File: src/rtl/count_display_driver.sv
// Binary-to-BCD double-dabble converter (one bit per clock) feeding a 3-digit
// time-multiplexed 7-segment display with optional leading-zero blanking.
module count_display_driver #(
  parameter int SCAN_DIV = 4,
  parameter bit BLANK_LZ = 1'b1
) (
  input  logic        clk,
  input  logic        reset,
  input  logic [7:0]  count,
  output logic [11:0] bcd,
  output logic        valid,
  output logic        busy,
  output logic [6:0]  seg,
  output logic [2:0]  an
);

  localparam int PW = (SCAN_DIV > 1) ? $clog2(SCAN_DIV) : 1;

  typedef enum logic {IDLE, CONV} state_t;

  state_t         state;
  logic [7:0]     last;
  logic [7:0]     shreg;
  logic [11:0]    acc;
  logic [11:0]    adj;
  logic [11:0]    acc_next;
  logic [2:0]     bit_cnt;
  logic           pending;
  logic [PW-1:0]  prescaler;
  logic [1:0]     digit_sel;
  logic [3:0]     digit;
  logic           blank;

  // Add-3 correction on every nibble that would overflow past 9 after the shift.
  always_comb begin
    adj = acc;
    for (int i = 0; i < 3; i++) begin
      if (acc[4*i +: 4] >= 4'd5) adj[4*i +: 4] = acc[4*i +: 4] + 4'd3;
    end
    acc_next = {adj[10:0], shreg[7]};
  end

  always_ff @(posedge clk or negedge reset) begin
    if (!reset) begin
      state   <= IDLE;
      bcd     <= 12'h000;
      valid   <= 1'b0;
      busy    <= 1'b0;
      last    <= 8'h00;
      pending <= 1'b1;
      shreg   <= 8'h00;
      acc     <= 12'h000;
      bit_cnt <= 3'd0;
    end else begin
      case (state)
        IDLE: begin
          if (pending || (count != last)) begin
            shreg   <= count;
            last    <= count;
            acc     <= 12'h000;
            bit_cnt <= 3'd0;
            pending <= 1'b0;
            busy    <= 1'b1;
            state   <= CONV;
          end
        end
        CONV: begin
          acc     <= acc_next;
          shreg   <= {shreg[6:0], 1'b0};
          bit_cnt <= bit_cnt + 3'd1;
          if (bit_cnt == 3'd7) begin
            bcd   <= acc_next;
            valid <= 1'b1;
            busy  <= 1'b0;
            state <= IDLE;
          end
        end
        default: state <= IDLE;
      endcase
    end
  end

  // Scan timing is free-running from reset release, unrelated to conversions.
  always_ff @(posedge clk or negedge reset) begin
    if (!reset) begin
      prescaler <= '0;
      digit_sel <= 2'd0;
    end else if (prescaler == PW'(SCAN_DIV - 1)) begin
      prescaler <= '0;
      digit_sel <= (digit_sel == 2'd2) ? 2'd0 : digit_sel + 2'd1;
    end else begin
      prescaler <= prescaler + PW'(1);
    end
  end

  function automatic logic [6:0] seg7(input logic [3:0] d);
    case (d)
      4'd0:    seg7 = 7'h3F;
      4'd1:    seg7 = 7'h06;
      4'd2:    seg7 = 7'h5B;
      4'd3:    seg7 = 7'h4F;
      4'd4:    seg7 = 7'h66;
      4'd5:    seg7 = 7'h6D;
      4'd6:    seg7 = 7'h7D;
      4'd7:    seg7 = 7'h07;
      4'd8:    seg7 = 7'h7F;
      4'd9:    seg7 = 7'h6F;
      default: seg7 = 7'h00;
    endcase
  endfunction

  always_comb begin
    digit = bcd[3:0];
    blank = 1'b0;
    an    = 3'b111;
    seg   = 7'h00;
    case (digit_sel)
      2'd1: begin
        digit = bcd[7:4];
        blank = BLANK_LZ && (bcd[11:4] == 8'h00);
      end
      2'd2: begin
        digit = bcd[11:8];
        blank = BLANK_LZ && (bcd[11:8] == 4'h0);
      end
      default: begin
        digit = bcd[3:0];
        blank = 1'b0;
      end
    endcase
    if (valid) begin
      an  = ~(3'b001 << digit_sel);
      seg = blank ? 7'h00 : seg7(digit);
    end
  end

endmodule

File: config.mk
export PLATFORM = sky130hd
export DESIGN_NAME = count_display_driver
export DESIGN_NICKNAME = d
export VERILOG_FILES = /design/src/rtl/count_display_driver.sv
export SDC_FILE = /design/constraint.sdc
export NUM_CORES = 1
export LEC_CHECK = 0
export ABC_AREA = 1
export CORE_ASPECT_RATIO = 1.4
export CORE_MARGIN = 2
export CORE_UTILIZATION = 63
export CTS_BUF_LIST = sky130_fd_sc_hd__clkbuf_8
export DETAILED_ROUTE_END_ITERATION = 6
export MAX_ROUTING_LAYER = met4
export PLACE_DENSITY = 0.87
export SLEW_MARGIN = 10
export SYNTH_ARGS = -nofsm -noshare
export SYNTH_HDL_FRONTEND = slang
export SYNTH_SLANG_ARGS = --single-unit
File: constraint.sdc
create_clock -name clk -period 4 [get_ports clk]
set_clock_uncertainty 0.1 [all_clocks]
set_input_delay 0.8 -clock clk [delete_from_list [all_inputs] [get_ports clk]]
set_output_delay 0.8 -clock clk [all_outputs]
set_load 0.01 [all_outputs]
==> results.py, run 1 <==
metrics = {
    "route": {
        "first_iter_violations": 176,
        "routed_via_density": 5.42,
        "vias": 2562,
        "drt-pass1-iter-count": 6,
        "drt.antenna.violating_nets": 0,
        "wl_per_cell_um": 12.7,
        "post-route-drc-count": 0,
        "routed_wl_um": 6020,
    },
    "critical_path": {
        "critPathMaxFanout": 9,
        "critPathLaunch": "digit_sel[0]",
        "crit_chain": "inv_1 > ha_1 > nand2_1 > o21a_1 > inv_1 > ha_1 > o21ai_0 > nor2_1 > nor2_1 > clkdlybuf4s50_1",
        "timing.critical_path.slowest_cell_delay_ps": 540,
        "crit_path_top_delay_cell": "clkdlybuf4s50_1",
        "critPathRequiredTime_ps": 3100,
        "worstSetupEndpointType": "output port",
        "r2r-start": "bit_cnt[0]",
        "cp-start-kind": "register",
        "critical_path_class": "register to output port",
        "ff2ff_setup_slack_ps": 1980,
        "worst_ep_arrival_time_ps": 2800,
    },
    "global_routing": {
        "grtUsageMet1_pct": 26.4,
        "grt_pass1_wl_um": 11000,
        "antenna_found_initial": 0,
        "grtUsageTotal_pct": 26.2,
        "busiest_layer": "met2",
        "gr-usage-met3_pct": 4.11,
        "gr-total-overflow": 0,
        "gr-usage-met2_pct": 50.6,
        "grt_pass1_vias": 2633,
        "grt_max_degree": 52,
    },
    "clock_tree": {
        "cts_buffers": 5,
        "worstSkewPairLatency_ps": 300,
        "postCtsSetupRepairBufs": 0,
        "cts_sinks": 51,
        "hold_buffers": 0,
        "htreeDepth": 2,
        "cts_tree": "yes",
        "cts-resized-gates": 0,
        "clkTransAtPathRegs_ps": 90,
        "clockBufferDepth": 2,
        "cts_root_buf": "clkbuf_8",
    },
    "floorplan": {
        "die_w_um": 62.1,
        "initial_core_util_pct": 65.7,
        "die-area_mm2": 0.00530,
        "dieHeight_um": 85.4,
        "rows": 29,
        "ios": 34,
        "coreArea_mm2": 0.00454,
    },
    "synth": {
        "postSynthAreaPerCell_um2": 7.80,
        "yosys.cell_types.count": 30,
        "yosysWarnings": 0,
        "synth_seq_cells": 51,
        "synth_cells": 382,
        "syn_area_mm2": 0.00298,
        "synth_nets": 411,
        "yosysSeqAreaShare_pct": 42.9,
    },
    "sta": {
        "post-route-period-util_pct": 92.4,
        "final-setup-viol-count": 0,
        "max_freq_mhz": 271,
        "worst_slew_pin_slew_ps": 629,
        "slew_headroom_pct": 58.1,
        "tns_ps": 0,
        "rsz0062_at_grt": "false",
        "maxSlewViolCount": 0,
        "hold_viol_final": 0,
        "post-route-min-period_ps": 3700,
    },
    "power_and_ir_drop": {
        "irDropWorstVdd_v": 0.000412,
        "pwr_density_cell_mw_per_mm2": 747,
        "p_leak_nw": 1.76,
    },
    "layout": {
        "nets": 439,
        "drive_above_1_share_pct": 7.79,
        "syn2layout_area_growth_pct": 14.8,
        "instances_no_fill": 473,
        "utilization_pct": 75.4,
        "num_antenna_cells": 0,
    },
    "worst_hold_path": {
        "min_from": "prescaler[0]",
        "min_path_type": "register to register",
    },
    "flow_run": {
        "cap_violations": 0,
    },
    "place": {
        "dpl.cell_count": 465,
        "hpwl_um": 4350,
        "gp_congestion": 0.860,
        "port_buffers": 33,
    },
    "run_status": {
        "outcome": "finished, final reports clean",
    },
}
-- final timing paths --
path                                endpoint  cells after the start
worst max-delay path                  seg[0]                     10
worst min-delay path            prescaler[0]                      1
worst max register to register         valid                      5
worst min register to register  prescaler[0]                      1
max in group asynchronous             acc[2]                      1
min in group asynchronous            bcd[10]                      1
-- critical path: cells and delay by family (launching register included) --
family | cells | cell delay (ps)
AO/OA/AOI/OAI | 2 | 460
adder cells (fa/ha/maj) | 2 | 640
buffers and inverters | 3 | 750
flip-flops | 1 | 390
AND/OR/NAND/NOR | 3 | 270
-- per-stage QoR --
step / power [W] / cell area, um^2 / hold WS [ps] / setup WS (ps)
global route: 0.00279 / 3420 / 383 / 57.0
global placement: 0.00216 / 3310 / 317 / 692
floorplan: 0.00176 / 2980 / 303 / 1250
detailed placement: 0.00223 / 3310 / 325 / 617
finish: 0.00256 / 3420 / 337 / 303
CTS: 0.00256 / 3410 / 337 / 284
-- final cells by class --
cell class,instances,area [um^2]
clock buffer,7,96.3
clock inverter,1,7.51
fill,344,1110
inverter,43,161
multi-input combinational,274,1460
sequential,51,1280
tap,62,77.6
timing repair buffer,35,343
-- cell usage after synthesis (all sizes together) --
| library cell | count | area, um^2 |
|---|---|---|
| nand2 | 134 | 510 |
| buf | 10 | 68.8 |
| o21ai | 26 | 134 |
| dfstp | 1 | 26.3 |
| nand3 | 24 | 135 |
| ha | 19 | 238 |
| xor2 | 5 | 43.8 |
| mux2 | 2 | 22.5 |
| inv | 43 | 161 |
| dfrtp | 50 | 1250 |
| nor2 | 20 | 90.1 |
| clkbuf | 4 | 18.8 |
| nand4 | 25 | 163 |
| or2 | 7 | 46.3 |
| o21bai | 1 | 7.51 |
| nor3 | 2 | 10.0 |
| o21a | 2 | 15.0 |
| a21oi | 7 | 38.8 |
-- cells by family after synthesis --
kind of cell	Yosys count	synth area share, %
simple gates	212	32.0
buf+inv	57	8.35
flops	51	42.9
compound gates	36	6.55
fa+ha+maj	19	7.98
xor+xnor	5	1.47
mux	2	0.756
-- placed cells by master, fill, tap and decap left out, drive strengths merged --
| master | instances |
|---|---|
| buf | 3 |
| ha | 19 |
| clkinvlp | 1 |
| or2 | 7 |
| mux2 | 2 |
| clkbuf | 7 |
| nor3 | 2 |
| xor2 | 5 |
| inv | 43 |
| nor2 | 20 |
| nand4 | 25 |
| nand2 | 134 |
| a21oi | 7 |
| o21bai | 1 |
| nand3 | 24 |
| o21a | 2 |
| o21ai | 26 |
| clkdlybuf4s50 | 32 |
| dfrtp | 50 |
| dfstp | 1 |
-- power breakdown --
group          leakage [nW]  internal (W)  switching (W)
clock                0.0505      0.000157       0.000162
combinational          1.08      0.000576       0.000769
sequential            0.627      0.000728       0.000164
total                  1.76       0.00146        0.00110
-- registers in the layout, summed over array words and instances, names as in the netlist --
register,flops
shreg,8
digit_sel,2
prescaler,2
bit_cnt,3
pending,1
bcd,12
valid,1
acc,12
last,8
state,1
busy,1
-- layer usage --
layer,wire (um),vias up
met4,95,0
met3,238,9
met2,3340,72
met5,0,-
li1,-,1274
met1,2350,1207
Power figures use the tool's default switching activity.
==> run 2: changes to the inputs <==
--- a/config.mk
+++ b/config.mk
@@ -8,11 +8,10 @@
 export ABC_AREA = 1
 export CORE_ASPECT_RATIO = 1.4
 export CORE_MARGIN = 2
-export CORE_UTILIZATION = 63
-export CTS_BUF_LIST = sky130_fd_sc_hd__clkbuf_8
+export CORE_UTILIZATION = 61
 export DETAILED_ROUTE_END_ITERATION = 6
 export MAX_ROUTING_LAYER = met4
-export PLACE_DENSITY = 0.87
+export PLACE_DENSITY = 0.85
 export SLEW_MARGIN = 10
 export SYNTH_ARGS = -nofsm -noshare
 export SYNTH_HDL_FRONTEND = slang
==> run 2 against run 1 <==
Against the previous run: total power rose by 0.31%; count of clock-buffer cells in the layout rose by 1; critical path depth decreased by 1; largest power group unchanged.
==> results.py, run 2 (synthesized netlist as in run 1, its figures left out) <==
metrics = {
    "floorplan": {
        "rows": 30,
        "ios": 34,
        "dieHeight_um": 86.7,
        "die-area_mm2": 0.00547,
        "die_w_um": 63.1,
        "initial_core_util_pct": 62.5,
        "coreArea_mm2": 0.00477,
    },
    "clock_tree": {
        "clkTransAtPathRegs_ps": 90,
        "worstSkewPairLatency_ps": 300,
        "htreeDepth": 2,
        "cts-resized-gates": 0,
        "cts_tree": "yes",
        "cts_root_buf": "clkbuf_8",
        "postCtsSetupRepairBufs": 0,
        "cts_sinks": 51,
        "hold_buffers": 0,
        "cts_buffers": 5,
        "clockBufferDepth": 2,
    },
    "sta": {
        "rsz0062_at_grt": "false",
        "hold_viol_final": 0,
        "max_freq_mhz": 266,
        "tns_ps": 0,
        "worst_slew_pin_slew_ps": 483,
        "final-setup-viol-count": 0,
        "slew_headroom_pct": 67.7,
        "post-route-min-period_ps": 3760,
        "maxSlewViolCount": 0,
        "post-route-period-util_pct": 93.9,
        "hold_slack_ps": 281,
    },
    "layout": {
        "nets": 442,
        "drive_above_1_share_pct": 8.21,
        "fill_cells": 387,
        "reg.largest.list": "acc (12), bcd (12)",
        "layout_common_cells": "nand2_1 (133), dfrtp_1 (50), inv_1 (41)",
        "layout_commonest_cell": "nand2_1",
        "num_antenna_cells": 0,
        "syn2layout_area_growth_pct": 15.8,
    },
    "worst_hold_path": {
        "min_path_type": "input pin to asynchronous set/reset pin",
    },
    "route": {
        "drt-pass1-iter-count": 4,
        "post-route-drc-count": 0,
        "highest_layer": "met4",
        "vias": 2606,
        "wl_met1_um": 2440,
        "wl_met3_um": 210,
        "drt.antenna.violating_nets": 0,
        "routed_wl_um": 6110,
        "route.met2.wl_um": 3270,
        "routed_via_density": 5.45,
        "wl_per_cell_um": 12.8,
        "first_iter_violations": 120,
    },
    "global_routing": {
        "grt_pass1_wl_um": 10500,
        "gr-total-overflow": 0,
        "grtUsageTotal_pct": 24.8,
        "antenna_found_initial": 0,
        "grt_pass1_vias": 2464,
        "grt_max_degree": 52,
    },
    "critical_path": {
        "worst_ep_arrival_time_ps": 2860,
        "crit_path_top_delay_cell": "clkdlybuf4s50_1",
        "cp_common_cell": "inv_1",
        "cp-start-kind": "register",
        "cp_top_family": "buffers and inverters",
        "critPathMaxFanout": 9,
        "timing.critical_path.slowest_cell_delay_ps": 540,
        "crit_chain": "inv_1 > ha_2 > o21ai_1 > inv_1 > ha_1 > o21ai_0 > a21oi_1 > nor2_1 > clkdlybuf4s50_1",
        "ff2ff_setup_slack_ps": 1920,
        "critPathRequiredTime_ps": 3100,
        "path_buf_inv": 3,
        "critical_path_class": "register to output port",
        "worstSetupEndpointType": "output port",
    },
    "place": {
        "gp_congestion": 0.837,
        "hpwl_um": 4530,
        "port_buffers": 33,
    },
    "flow_run": {
        "cap_violations": 0,
    },
    "run_status": {
        "outcome": "finished, final reports clean",
    },
    "power_and_ir_drop": {
        "power_w": 0.00256,
        "pwr_density_cell_mw_per_mm2": 743,
        "irDropWorstVdd_v": 0.000398,
        "p_leak_nw": 1.78,
    },
}
-- run 2: path summary, 6_finish.rpt --
kind                                     end    startpoint  cells past startpoint
worst max-delay path                  seg[6]  digit_sel[1]                      9
worst min-delay path                 acc[11]         reset                      1
worst max register to register         valid    bit_cnt[0]                      5
worst min register to register  prescaler[0]  prescaler[0]                      1
max in group asynchronous            pending         reset                      2
min in group clk                prescaler[0]  prescaler[0]                      1
-- run 2: metrics by stage --
stage	std cells	area [um^2]	utilization, %	worst slack [ps]
2_1_floorplan	382	2980	-	1250
4_1_cts	477	3430	71.9	220
3_3_place_gp	469	3330	69.8	699
6_report	478	3450	72.4	244
5_1_grt	478	3450	72.4	35.2
3_5_place_dp	469	3330	69.8	558
-- run 2: final cells by class --
type | instances | area, um^2 | share of cell area, %
clock buffer | 8 | 100 | 2.90
inverter | 43 | 161 | 4.68
multi-input combinational | 274 | 1460 | 42.2
sequential | 51 | 1280 | 37.0
tap | 64 | 80.1 | 2.32
timing repair buffer | 38 | 375 | 10.9
-- run 2: power breakdown --
part / leakage [nW] / internal (W) / total, W / switching [W]
combinational: 1.10 / 0.000582 / 0.00134 / 0.000761
sequential: 0.627 / 0.000728 / 0.000900 / 0.000172
clock: 0.0515 / 0.000158 / 0.000321 / 0.000162
total: 1.78 / 0.00147 / 0.00256 / 0.00110
-- run 2: routing by layer --
layer,vias up,GRT usage [%]
met3,17,3.38
met1,1229,25.9
li1,1288,-
met2,72,45.8
met5,-,-
met4,0,11.7
==> run 3: changes to the inputs <==
--- a/config.mk
+++ b/config.mk
@@ -12,6 +12,7 @@
 export DETAILED_ROUTE_END_ITERATION = 6
 export MAX_ROUTING_LAYER = met4
 export PLACE_DENSITY = 0.85
+export SETUP_SLACK_MARGIN = 0.3
 export SLEW_MARGIN = 10
 export SYNTH_ARGS = -nofsm -noshare
 export SYNTH_HDL_FRONTEND = slang
==> run 3 against run 2 <==
Against the previous run: first-iteration DRC count up 14%; flip-flop and latch count stayed put; cell area grew 0.65%; cell count stayed put; worst setup slack improved by 270 ps; die area is the same; critical path type unchanged.
==> results.py, run 3 (synthesized netlist as in run 1, its figures left out) <==
metrics = {
    "run_status": {
        "outcome": "finished, final reports clean",
    },
    "global_routing": {
        "gr-total-overflow": 0,
        "grt_pass1_wl_um": 10500,
        "grt_max_degree": 52,
        "grt_pass1_vias": 2462,
        "grtUsageTotal_pct": 24.8,
        "antenna_found_initial": 0,
    },
    "place": {
        "gp_congestion": 0.837,
        "placed_area_mm2": 0.00333,
        "port_buffers": 33,
        "pre_cts_ws_ps": 558,
        "hpwl_um": 4530,
    },
    "clock_tree": {
        "cts_root_buf": "clkbuf_8",
        "htreeDepth": 2,
        "clockBufferDepth": 2,
        "cts_buffers": 5,
        "clkTransAtPathRegs_ps": 90,
        "cts_sinks": 51,
        "worstSkewPairLatency_ps": 300,
        "cts_tree": "yes",
    },
    "route": {
        "routed_via_density": 5.45,
        "first_iter_violations": 137,
        "wl_per_cell_um": 12.8,
        "routed_wl_um": 6140,
        "drt-pass1-iter-count": 4,
        "drt.antenna.violating_nets": 0,
        "vias": 2607,
        "post-route-drc-count": 0,
    },
    "critical_path": {
        "worst_ep_arrival_time_ps": 2590,
        "critPathMaxFanout": 9,
        "worstSetupEndpointType": "output port",
        "critical_path_class": "register to output port",
        "critPathRequiredTime_ps": 3100,
        "cp-start-kind": "register",
    },
    "sta": {
        "post-route-period-util_pct": 87.2,
        "hold_viol_final": 0,
        "final-setup-viol-count": 0,
        "max_freq_mhz": 287,
        "worst_slew_pin_slew_ps": 481,
        "rsz0062_at_grt": "false",
        "maxSlewViolCount": 0,
        "tns_ps": 0,
        "post-route-min-period_ps": 3490,
        "layout_setup_ws_ps": 511,
        "hold_slack_ps": 280,
        "slew_headroom_pct": 67.9,
    },
    "layout": {
        "fin_area_mm2": 0.00347,
        "fill_cells": 385,
        "layout_commonest_cell": "nand2_1",
        "seqCellArea_mm2": 0.00128,
        "nets": 442,
        "num_antenna_cells": 0,
        "multi_input_area_mm2": 0.00148,
        "layout_common_cells": "nand2_1 (133), dfrtp_1 (50), inv_1 (40)",
        "syn2layout_area_growth_pct": 16.5,
        "drive_above_1_share_pct": 9.42,
        "reg.largest.list": "acc (12), bcd (12)",
    },
    "power_and_ir_drop": {
        "pwr_density_cell_mw_per_mm2": 738,
        "comb_power_share_pct": 52.4,
        "power.share.sequential_pct": 35.1,
        "irDropWorstVdd_v": 0.000399,
        "power_switching_w": 0.00110,
        "swShare_pct": 42.7,
        "p_leak_nw": 1.79,
        "power.internal_w": 0.00147,
        "pwr-share-clk_pct": 12.5,
    },
    "floorplan": {
        "coreArea_mm2": 0.00477,
        "dieHeight_um": 86.7,
        "rows": 30,
        "die-area_mm2": 0.00547,
        "die_w_um": 63.1,
        "ios": 34,
        "initial_core_util_pct": 62.5,
    },
    "flow_run": {
        "cap_violations": 0,
    },
    "worst_hold_path": {
        "min_path_type": "input pin to asynchronous set/reset pin",
    },
}
run 3: changes by cell type in the layout (fill, tap and decap cells not counted), sizes merged:
cell / previous run / this run
clkdlybuf4s50: 32 / 31
dlymetal6s2s: 0 / 1
run 3: layer usage:
| layer | GRT usage [%] | up-vias | share of wire (%) |
|---|---|---|---|
| met5 | - | - | 0 |
| met4 | 11.7 | 0 | 3.5 |
| met3 | 3.38 | 23 | 3.3 |
| met2 | 45.7 | 72 | 53 |
| met1 | 25.9 | 1226 | 40 |
| li1 | - | 1286 | - |
run 3: worst max-delay path, stage by stage, from the launching register on:
cell and delay (ps):
dfrtp_1 400, inv_1 170, ha_4 260, o21ai_2 230, inv_1 120, ha_1 200, o21ai_1 190, a21oi_1 70
nor2_1 110, clkdlybuf4s50_1 540
run 3: stage by stage:
stage,power [W],util (%),instances
6_report,0.00256,72.9,478
5_1_grt,0.00279,72.9,478
4_1_cts,0.00257,72.0,477
3_5_place_dp,0.00224,69.8,469
3_3_place_gp,0.00217,69.8,469
2_1_floorplan,0.00176,-,382
run 3: timing repair:
item / 4_1_cts / 5_1_grt
hold buffers: 0 / 0
setup buffers: 0 / 0
hold endpoints to repair: 0 / 0
setup endpoints to repair: 3 / 5
gates resized for setup: 2 / 8
run 3: final cells by class:
cell class / instances / share of cell area [%]
multi-input combinational: 274 / 42.5
sequential: 51 / 36.8
timing repair buffer: 38 / 10.9
inverter: 43 / 4.65
clock buffer: 8 / 2.88
tap: 64 / 2.31
run 3: path summary, 6_finish.rpt:
path / from / end / slack [ps] / cells past startpoint
hold / removal: reset / acc[11] / 280 / 1
setup reg to reg: bit_cnt[0] / valid / 1920 / 5
hold reg to reg: prescaler[0] / prescaler[0] / 330 / 1
max in group asynchronous: reset / pending / 2950 / 2
min in group clk: prescaler[0] / prescaler[0] / 330 / 1
setup / recovery: digit_sel[1] / seg[6] / 510 / 9
run 3: power by group through the flow:
stage | combinational, W | clock [W] | sequential [W]
after CTS | 0.00135 | 0.000327 | 0.000898
after floorplan | 0.000875 | 0 | 0.000888
final | 0.00134 | 0.000321 | 0.000901
after global placement | 0.00128 | 0 | 0.000893
after global routing | 0.00152 | 0.000345 | 0.000930
after detailed placement | 0.00134 | 0 | 0.000906
